## src/rtl/fp_pkg.sv

```systemverilog
// Shared FP8 field layout, magnitude width and converter state encoding.
package fp_pkg;

    localparam int S_BIT = 7;
    localparam int E_MSB = 6;
    localparam int E_LSB = 4;
    localparam int F_MSB = 3;
    localparam int E_W   = E_MSB - E_LSB + 1;
    localparam int MAG_W = 11;

    typedef enum logic [1:0] {
        IDLE  = 2'd0,
        SHIFT = 2'd1,
        SIGN  = 2'd2,
        OUT   = 2'd3
    } state_e;

endpackage

```

## src/rtl/fp_expand.sv

```systemverilog
// FP8 (S,E3,F4) to two's-complement integer converter: one word in flight,
// magnitude built by a serial shifter, sign applied in a single SIGN step.
module fp_expand
    import fp_pkg::*;
#(
    parameter int OUT_W = 12
) (
    input  logic             clk,
    input  logic             rst,
    input  logic             in_valid,
    output logic             in_ready,
    input  logic [7:0]       in_fp,
    output logic             out_valid,
    input  logic             out_ready,
    output logic [OUT_W-1:0] out_val,
    output logic             busy
);

    state_e             state_q, state_d;
    logic               s_r_q, s_r_d;
    logic [MAG_W-1:0]   mag_q, mag_d;
    logic [E_W-1:0]     cnt_q, cnt_d;
    logic [OUT_W-1:0]   out_val_q, out_val_d;
    logic [OUT_W-1:0]   mag_ext;

    always_ff @(posedge clk) begin
        if (rst) begin
            state_q   <= IDLE;
            s_r_q     <= 1'b0;
            mag_q     <= '0;
            cnt_q     <= '0;
            out_val_q <= '0;
        end else begin
            state_q   <= state_d;
            s_r_q     <= s_r_d;
            mag_q     <= mag_d;
            cnt_q     <= cnt_d;
            out_val_q <= out_val_d;
        end
    end

    always_comb begin
        state_d = state_q;
        case (state_q)
            IDLE:    if (in_valid) state_d = (in_fp[E_MSB:E_LSB] != '0) ? SHIFT : SIGN;
            SHIFT:   if (cnt_q == E_W'(1)) state_d = SIGN;
            SIGN:    state_d = OUT;
            OUT:     if (out_ready) state_d = IDLE;
            default: state_d = IDLE;
        endcase
    end

    // Upper bits of the extended magnitude are always zero, so OUT_W > 12 sign-extends for free.
    assign mag_ext = {{(OUT_W-MAG_W){1'b0}}, mag_q};

    always_comb begin
        s_r_d     = s_r_q;
        mag_d     = mag_q;
        cnt_d     = cnt_q;
        out_val_d = out_val_q;
        case (state_q)
            IDLE: if (in_valid) begin
                s_r_d = in_fp[S_BIT];
                mag_d = {{(MAG_W-F_MSB-1){1'b0}}, in_fp[F_MSB:0]};
                cnt_d = in_fp[E_MSB:E_LSB];
            end
            SHIFT: begin
                mag_d = {mag_q[MAG_W-2:0], 1'b0};
                cnt_d = cnt_q - E_W'(1);
            end
            SIGN:    out_val_d = s_r_q ? -mag_ext : mag_ext;
            default: ;
        endcase
    end

    always_comb begin
        in_ready  = (state_q == IDLE);
        busy      = (state_q != IDLE);
        out_valid = (state_q == OUT);
        out_val   = out_val_q;
    end

endmodule

```

## config.mk

```make
export PLATFORM = sky130hd
export DESIGN_NAME = fp_expand
export DESIGN_NICKNAME = d
export VERILOG_FILES = /design/src/rtl/fp_pkg.sv /design/src/rtl/fp_expand.sv
export SDC_FILE = /design/constraint.sdc
export NUM_CORES = 1
export LEC_CHECK = 0
export CAP_MARGIN = 15
export CORE_MARGIN = 2
export CORE_UTILIZATION = 45
export CTS_CLUSTER_DIAMETER = 100
export DETAILED_ROUTE_END_ITERATION = 8
export PLACE_DENSITY = 0.83
export SLEW_MARGIN = 30
export SYNTH_ARGS = -nofsm -noshare
export SYNTH_HDL_FRONTEND = slang
export SYNTH_SLANG_ARGS = --single-unit
export TNS_END_PERCENT = 10
```

## constraint.sdc

```tcl
create_clock -name clk -period 1.6 [get_ports clk]
set_clock_uncertainty 0.15 [all_clocks]
set_input_delay 0.32 -clock clk [delete_from_list [all_inputs] [get_ports clk]]
set_output_delay 0.32 -clock clk [all_outputs]
set_load 0.05 [all_outputs]
```

==> results_dict.tcl, run 1 <==
set metrics [dict create \
    ant_nets 0 \
    cts_max_level 2 \
    synth_nets 195 \
    arrival_ns 1.86 \
    yosysTopAreaCellShare_pct 37.8 \
    crit_type "flop to flop" \
    placed_cells 260 \
    grt_usage_pct 18.6 \
    crit_path_end_kind "flop" \
    clock_latency_ns 0.32 \
    die_h_um 62.4 \
    antenna_found_initial 0 \
    gp_congestion 0.758 \
    fin_cells 270 \
    post-route-drc-count 0 \
    first_iter_violations 78 \
    drv_slew 0 \
    wl_per_cell_um 13.4 \
    crit_chain "inv_2 > ha_4 > or3b_4 > nor4b_4 > mux2i_1 > o22ai_2" \
    p_per_area_nw_per_um2 1740 \
    clock-sinks 29 \
    synth_cells 175 \
    dr.pass1.iters 4 \
    slowest_delay_ns 0.41 \
    finish.net_count 243 \
    leakage_nw 0.904 \
    grt_pass1_wl_mm 5.82 \
    critPathLaunchType "flop" \
    coreArea_um2 3310 \
    synth-edff-count 0 \
    rows 21 \
    finalCritPeriodShare_pct 112 \
    avgSynthCellArea_um2 8.77 \
    diodes 0 \
    grt-ovfl-total 0 \
    hold_ws_ns 0.347 \
    yosysUniqueCellTypes 36 \
    rsz0062_at_grt "true" \
    hold_class "flop to flop" \
    postSynthRegisterBits 29 \
    die_width_um 62.4 \
    numCtsBuffers 5 \
    layout_setup_ws_ns -0.193 \
    syn_to_final_growth_pct 50.7 \
    peakVddDrop_v 0.000807 \
    slew-limit-headroom_pct 76.8 \
    hpwlAfterDp_mm 2.55 \
    ys_async_sr_fraction_pct 0 \
    path_max_fanout 4 \
    cpMaxStageDelayCell "or3b_4" \
    min_period_ns 1.79 \
    synthTopCellsByArea "dfxtp_1, ha_1, nor2_1, a211oi_1, mux2i_1" \
    root_buffer "clkbuf_4" \
    synth_top_cell_by_area "dfxtp_1" \
    cts_tree "built" \
    required_ns 1.66 \
    grt_max_degree 18 \
    drive_above_1_share_pct 33.0 \
    clockBufferDepth 2 \
    status "finished, violations left" \
    grt_pass1_vias 1323 \
    hold_viol_final 0 \
    port_buffers 26 \
    via_count 1416 \
    io_pins 27 \
    yosysSeqAreaShare_pct 37.8 \
    dieArea_um2 3890 \
    fmaxAchievable_mhz 558 \
    max_slew.worst_pin.slew_ns 0.348 \
    wl_mm 3.62 \
    synth_warnings 0 \
    ff2ff_setup_slack_ns -0.19 \
    cts.reportedPaths.clkPinSlew_ns 0.09 \
    yosysMostFrequentCell "dfxtp_1" \
    violations "setup timing" \
    synthTopCellsByCount "dfxtp_1, nor2_1, a211oi_1, inv_1, nand2_1" \
    syn_area_um2 1530 \
    viasPerCell 5.24 \
    start_util_pct 46.3 \
    drv_cap 0 \
    yosys_most_used_dff "dfxtp_1" \
    setup_violations 11 \
]
==> stage by stage <==
step           util (%)  TNS [ns]  area (um^2)  worst slack, ns  total power [mW]
3_3_place_gp       65.2     -1.94         2160           -0.166              3.20
6_report           69.8     -1.05         2310           -0.193              4.03
4_1_cts            68.2     -1.24         2260           -0.214              3.92
5_1_grt            69.8     -1.75         2310           -0.265              4.25
3_5_place_dp       65.2     -3.08         2160           -0.211              3.26
2_1_floorplan         -    -0.262         1550           -0.129              2.38
==> cell families after synthesis <==
| logic type | after synthesis | share of synthesized area [%] |
|---|---|---|
| simple gates | 60 | 21.3 |
| compound gates | 43 | 20.4 |
| xor+xnor | 6 | 3.43 |
| fa+ha+maj | 8 | 6.53 |
| mux | 8 | 5.22 |
| flops | 29 | 37.8 |
| buf+inv | 21 | 5.30 |
==> power by group <==
group / internal, mW / switching (mW)
clock: 0.373 / 0.249
combinational: 1.14 / 1.22
sequential: 0.890 / 0.160
==> critical path: cells and delay by family, from the launching register on <==
| family | cells | cell delay [ns] |
|---|---|---|
| adder cells (fa/ha/maj) | 1 | 0.12 |
| AO/OA/AOI/OAI | 1 | 0.08 |
| multiplexers | 1 | 0.27 |
| flip-flops | 1 | 0.35 |
| AND/OR/NAND/NOR | 2 | 0.64 |
| buffers and inverters | 1 | 0.07 |
==> layout make-up <==
cell class                      count  area, um^2
Fill cell                         249        1000
Multi-Input combinational cell    125         925
Timing Repair Buffer               50         607
Sequential cell                    29         589
Tap cell                           46        57.6
Clock buffer                        7        55.1
Inverter                           12        47.5
Clock inverter                      1        30.0
==> routing by layer <==
metal | vias to the layer above | global-route usage, % | share of wire, %
met1 | 662 | 22.5 | 46
met2 | 35 | 32.6 | 50
met5 | - | 0 | 0
met3 | 4 | 4.50 | 3.7
met4 | 0 | 5.83 | 0.88
li1 | 715 | - | -
==> timing repair <==
action                     in CTS  in global routing
hold buffers                    0                  0
setup endpoints to repair      17                 27
buffers inserted                0                  2
pin swaps                       3                  2
resized for setup               9                 14
==> flip-flops by register name (all words and copies together) (netlist names) <==
name,flops
s_r_q,1
state_q,2
out_val,12
cnt_q,3
mag_q,11
==> final timing paths <==
kind                                            start                       end  depth (start not counted)
worst max-delay path            mag_q[1]$_SDFFE_PP0P_  out_val[10]$_SDFFE_PP0P_                          6
worst min-delay path            cnt_q[0]$_SDFFE_PP0P_     cnt_q[0]$_SDFFE_PP0P_                          2
worst max register to register  mag_q[1]$_SDFFE_PP0P_  out_val[10]$_SDFFE_PP0P_                          6
worst min register to register  cnt_q[0]$_SDFFE_PP0P_     cnt_q[0]$_SDFFE_PP0P_                          2
==> cell usage in the layout (no fill, tap or decap), drive strengths merged, types with 2 or more instances in the layout <==
master         Yosys  layout
a211oi            12      12
a21oi              6       6
a22oi              7       7
a2bb2oi            2       2
buf                7      39
clkbuf             2       7
clkdlybuf4s50      0      11
dfxtp             29      29
ha                 8       8
inv               12      12
mux2i              8       8
nand2             10      10
nand2b             6       6
nand3              3       3
nor2              26      26
nor2b              7       7
o211ai             2       2
o21ai              5       5
o22ai              3       3
o31ai              2       2
xor2               5       5
No activity file was read; power rests on OpenSTA's default activity.
==> run 2: changes to the inputs <==
SKIP_LAST_GASP = 1   (was unset)
==> results_dict.tcl, run 2 (synthesized netlist as in run 1, its figures left out) <==
set metrics [dict create \
    hold_ws_ns 0.345 \
    die_width_um 62.4 \
    finalSetupTns_ns -1.23 \
    largest_reg_flops 12 \
    hpwlAfterDp_mm 2.55 \
    die_h_um 62.4 \
    path_max_fanout 4 \
    cts_tree "built" \
    final_cell_mix "dfxtp_1, nor2_1, buf_4, buf_12, a211oi_1" \
    drv_slew 0 \
    p_per_area_nw_per_um2 1750 \
    finish.net_count 243 \
    min_period_ns 1.78 \
    fin_util_pct 69.1 \
    grt_pass1_vias 1334 \
    grt_max_degree 18 \
    status "finished, violations left" \
    slew-limit-headroom_pct 68.3 \
    ant_nets 0 \
    post-route-drc-count 0 \
    crit_path_end_kind "flop" \
    required_ns 1.68 \
    highest_layer "met4" \
    clockBufferDepth 2 \
    peakVddDrop_v 0.000847 \
    placed_cells 260 \
    fmaxAchievable_mhz 561 \
    r2r_end "out_val[5]$_SDFFE_PP0P_" \
    fin_cells 270 \
    coreArea_um2 3310 \
    setup_violations 14 \
    via_count 1401 \
    reg2reg_depth 5 \
    violations "setup timing" \
    viasPerCell 5.19 \
    wl_met1_mm 1.57 \
    layout_setup_ws_ns -0.182 \
    clock-sinks 29 \
    hold_viol_final 0 \
    met2_wirelength_mm 1.77 \
    critPathCapture "out_val[5]$_SDFFE_PP0P_" \
    rsz0062_at_grt "true" \
    place_ws_ns -0.211 \
    crit_type "flop to flop" \
    dr_wl_met3_um 154 \
    drv_cap 0 \
    arrival_ns 1.86 \
    reg2reg_from "mag_q[1]$_SDFFE_PP0P_" \
    finalCritPeriodShare_pct 111 \
    diodes 0 \
    final_common_cell "dfxtp_1" \
    first_iter_violations 64 \
    rows 21 \
    wl_mm 3.50 \
    cts.reportedPaths.clkPinSlew_ns 0.09 \
    wl_per_cell_um 13.0 \
    cts_max_level 2 \
    syn_to_final_growth_pct 49.2 \
    clock_latency_ns 0.32 \
    grt-ovfl-total 0 \
    root_buffer "clkbuf_4" \
    ff2ff_setup_slack_ns -0.18 \
    gp_congestion 0.758 \
    dieArea_um2 3890 \
    start_util_pct 46.3 \
    dr.pass1.iters 4 \
    p_total_mw 3.99 \
    grt_usage_pct 18.3 \
    io_pins 27 \
    port_buffers 26 \
    max_slew.worst_pin.slew_ns 0.475 \
    drive_above_1_share_pct 28.6 \
    critPathLaunchType "flop" \
    critical_path.startpoint "mag_q[1]$_SDFFE_PP0P_" \
    hold_class "flop to flop" \
    antenna_found_initial 0 \
    leakage_nw 0.906 \
    place_area_um2 2160 \
    grt_pass1_wl_mm 5.73 \
    numCtsBuffers 5 \
    final_cell_area_um2 2290 \
]
-- run 2: how the worst min path moves through the flow --
stage	to	cells past startpoint	slack, ns	startpoint
after floorplan	cnt_q[2]$_SDFFE_PP0P_	2	0.31	cnt_q[2]$_SDFFE_PP0P_
after global placement	cnt_q[2]$_SDFFE_PP0P_	2	0.33	cnt_q[2]$_SDFFE_PP0P_
after detailed placement	cnt_q[0]$_SDFFE_PP0P_	2	0.33	cnt_q[0]$_SDFFE_PP0P_
after CTS	cnt_q[0]$_SDFFE_PP0P_	2	0.35	cnt_q[0]$_SDFFE_PP0P_
after global routing	cnt_q[1]$_SDFFE_PP0P_	2	0.38	cnt_q[1]$_SDFFE_PP0P_
final	cnt_q[0]$_SDFFE_PP0P_	2	0.34	cnt_q[0]$_SDFFE_PP0P_
-- run 2: power by group --
part / switching, mW / internal, mW / leakage [nW]
registers: 0.160 / 0.888 / 0.238
logic: 1.20 / 1.13 / 0.623
clock network: 0.246 / 0.373 / 0.0455
total: 1.60 / 2.39 / 0.906
-- run 2: cell type report --
type,instances,area (um^2)
inverters,12,47.5
multi-input cells,125,905
clock buffers,7,55.1
repair buffers,50,607
well taps,46,57.6
clock inverters,1,30.0
flip-flops and latches,29,587
fillers,254,1020
-- run 2: worst max-delay path, cell delays in order (launching register included) --
cell	delay, ns
dfxtp_2	0.35
buf_4	0.13
or4_4	0.55
o21ai_1	0.18
xor2_1	0.09
a211oi_1	0.24
-- run 2: layer usage --
metal / track usage [%] / vias to the layer above
met5: 0 / -
met4: 5.83 / 0
met3: 4.50 / 3
met2: 32.6 / 40
met1: 21.6 / 648
li1: - / 710
-- run 2: timing repair --
action                     4_1_cts  5_1_grt
gates resized for setup          1       12
hold buffers                     0        0
setup endpoints to repair       17       31
pin swaps                        0        1
setup buffers                    0        2
==> run 3: changes to the inputs <==
PLACE_DENSITY = 0.68   (was 0.83)
REMOVE_ABC_BUFFERS = 1   (was unset)
clock period = 2.2 ns   (was 1.6 ns; I/O delays follow)
==> results_dict.tcl, run 3 (synthesized netlist as in run 1, its figures left out) <==
set metrics [dict create \
    rsz0062_at_grt "false" \
    clockBufferDepth 2 \
    cts_resized 0 \
    die_h_um 62.4 \
    final_cell_area_um2 1930 \
    crit_path_end_kind "primary output" \
    cts_hold_buf 0 \
    io_pins 27 \
    grt_max_degree 17 \
    critPathLaunchType "flop" \
    hold_class "flop to flop" \
    critical_path.startpoint "state_q[0]$_SDFFE_PP0P_" \
    place_ws_ns 0.198 \
    setup_violations 0 \
    finalSetupTns_ns 0 \
    arrival_ns 1.49 \
    hold_viol_final 0 \
    drv_slew 0 \
    post-route-drc-count 0 \
    path_max_fanout 9 \
    drive_above_1_share_pct 11.2 \
    leakage_nw 0.733 \
    holdPathStages 2 \
    slew-limit-headroom_pct 66.6 \
    reg2reg_from "mag_q[0]$_SDFFE_PP0P_" \
    fin_util_pct 58.3 \
    p_per_area_nw_per_um2 1250 \
    finish.net_count 225 \
    grt_pass1_wl_mm 5.66 \
    cts_max_level 2 \
    coreArea_um2 3310 \
    via_count 1337 \
    cts.reportedPaths.clkPinSlew_ns 0.09 \
    viasPerCell 5.31 \
    place_area_um2 1880 \
    port_buffers 26 \
    fin_cells 252 \
    placed_cells 244 \
    syn_to_final_growth_pct 25.8 \
    grt-ovfl-total 0 \
    rows 21 \
    start_util_pct 46.3 \
    peakVddDrop_v 0.000706 \
    gp_congestion 0.856 \
    finalCritPeriodShare_pct 94.5 \
    grt_usage_pct 18.2 \
    min_period_ns 2.08 \
    clock_latency_ns 0.32 \
    ant_nets 0 \
    antenna_found_initial 0 \
    wl_mm 3.20 \
    ff2ff_setup_slack_ns 0.33 \
    grt_pass1_vias 1290 \
    final_cell_mix "dfxtp_1, nor2_1, clkdlybuf4s50_1, inv_1, a211oi_1" \
    hpwlAfterDp_mm 2.35 \
    required_ns 1.61 \
    layout_setup_ws_ns 0.120 \
    drv_cap 0 \
    wl_per_cell_um 12.7 \
    dr.pass1.iters 4 \
    nFillCells 332 \
    critPathCapture "busy" \
    die_width_um 62.4 \
    dieArea_um2 3890 \
    fmaxAchievable_mhz 481 \
    r2r_end "out_val[6]$_SDFFE_PP0P_" \
    first_iter_violations 65 \
    root_buffer "clkbuf_4" \
    reg2reg_depth 6 \
    diodes 0 \
    numCtsBuffers 5 \
    post_cts_buffers 0 \
    crit_type "flop to primary output" \
    max_slew.worst_pin.slew_ns 0.499 \
    status "finished, final reports clean" \
    clock-sinks 29 \
    final_common_cell "dfxtp_1" \
    largest_reg_flops 12 \
    cts_tree "built" \
]
-- run 3: cell types whose count changed in the layout (fill, tap and decap cells not counted), moves of 2 or more --
cell / delta
ha_1: +2
clkinv_2: +2
buf_12: -14
buf_4: -15
inv_1: +4
clkdlybuf4s50_1: +12
dfxtp_1: +3
ha_4: -2
inv_2: -3
dfxtp_2: -2
-- run 3: cell type report --
cell class / instances / area, um^2 / area share [%]
tap: 46 / 57.6 / 2.98
clock inverter: 2 / 10.0 / 0.519
sequential: 29 / 581 / 30.1
clock buffer: 6 / 41.3 / 2.14
timing repair buffer: 32 / 323 / 16.7
inverter: 12 / 45.0 / 2.33
multi-input combinational: 125 / 872 / 45.2
-- run 3: layer usage --
layer | global-route usage [%] | part of all wire, % | vias up
li1 | - | - | 681
met1 | 22.4 | 47 | 621
met2 | 29.6 | 47 | 28
met3 | 4.32 | 4.2 | 7
met4 | 10.0 | 1.8 | 0
met5 | 0 | 0 | -
-- run 3: worst min-delay path by stage --
stage | start | to | slack (ns)
2_1_floorplan | cnt_q[2]$_SDFFE_PP0P_ | cnt_q[2]$_SDFFE_PP0P_ | 0.31
3_3_place_gp | out_val[11]$_SDFFE_PP0P_ | out_val[11]$_SDFFE_PP0P_ | 0.32
3_5_place_dp | out_val[11]$_SDFFE_PP0P_ | out_val[11]$_SDFFE_PP0P_ | 0.32
4_1_cts | out_val[11]$_SDFFE_PP0P_ | out_val[11]$_SDFFE_PP0P_ | 0.34
5_1_grt | out_val[7]$_SDFFE_PP0P_ | out_val[7]$_SDFFE_PP0P_ | 0.36
6_report | out_val[11]$_SDFFE_PP0P_ | out_val[11]$_SDFFE_PP0P_ | 0.33
-- run 3: metrics by stage --
| step | power [mW] | hold WS (ns) |
|---|---|---|
| finish | 2.41 | 0.331 |
| global route | 2.59 | 0.363 |
| CTS | 2.43 | 0.337 |
| detailed placement | 2.11 | 0.322 |
| global placement | 2.07 | 0.317 |
| floorplan | 1.67 | 0.306 |
-- run 3: power by group --
group | total [mW] | internal, mW | switching, mW
clock | 0.305 | 0.121 | 0.184
sequential | 0.739 | 0.637 | 0.101
combinational | 1.36 | 0.577 | 0.785
-- run 3: worst max-delay path: stages, from the launching register on --
cell and delay, ns:
dfxtp_1 0.35, inv_1 0.12, ha_1 0.39, inv_1 0.13, buf_12 0.17
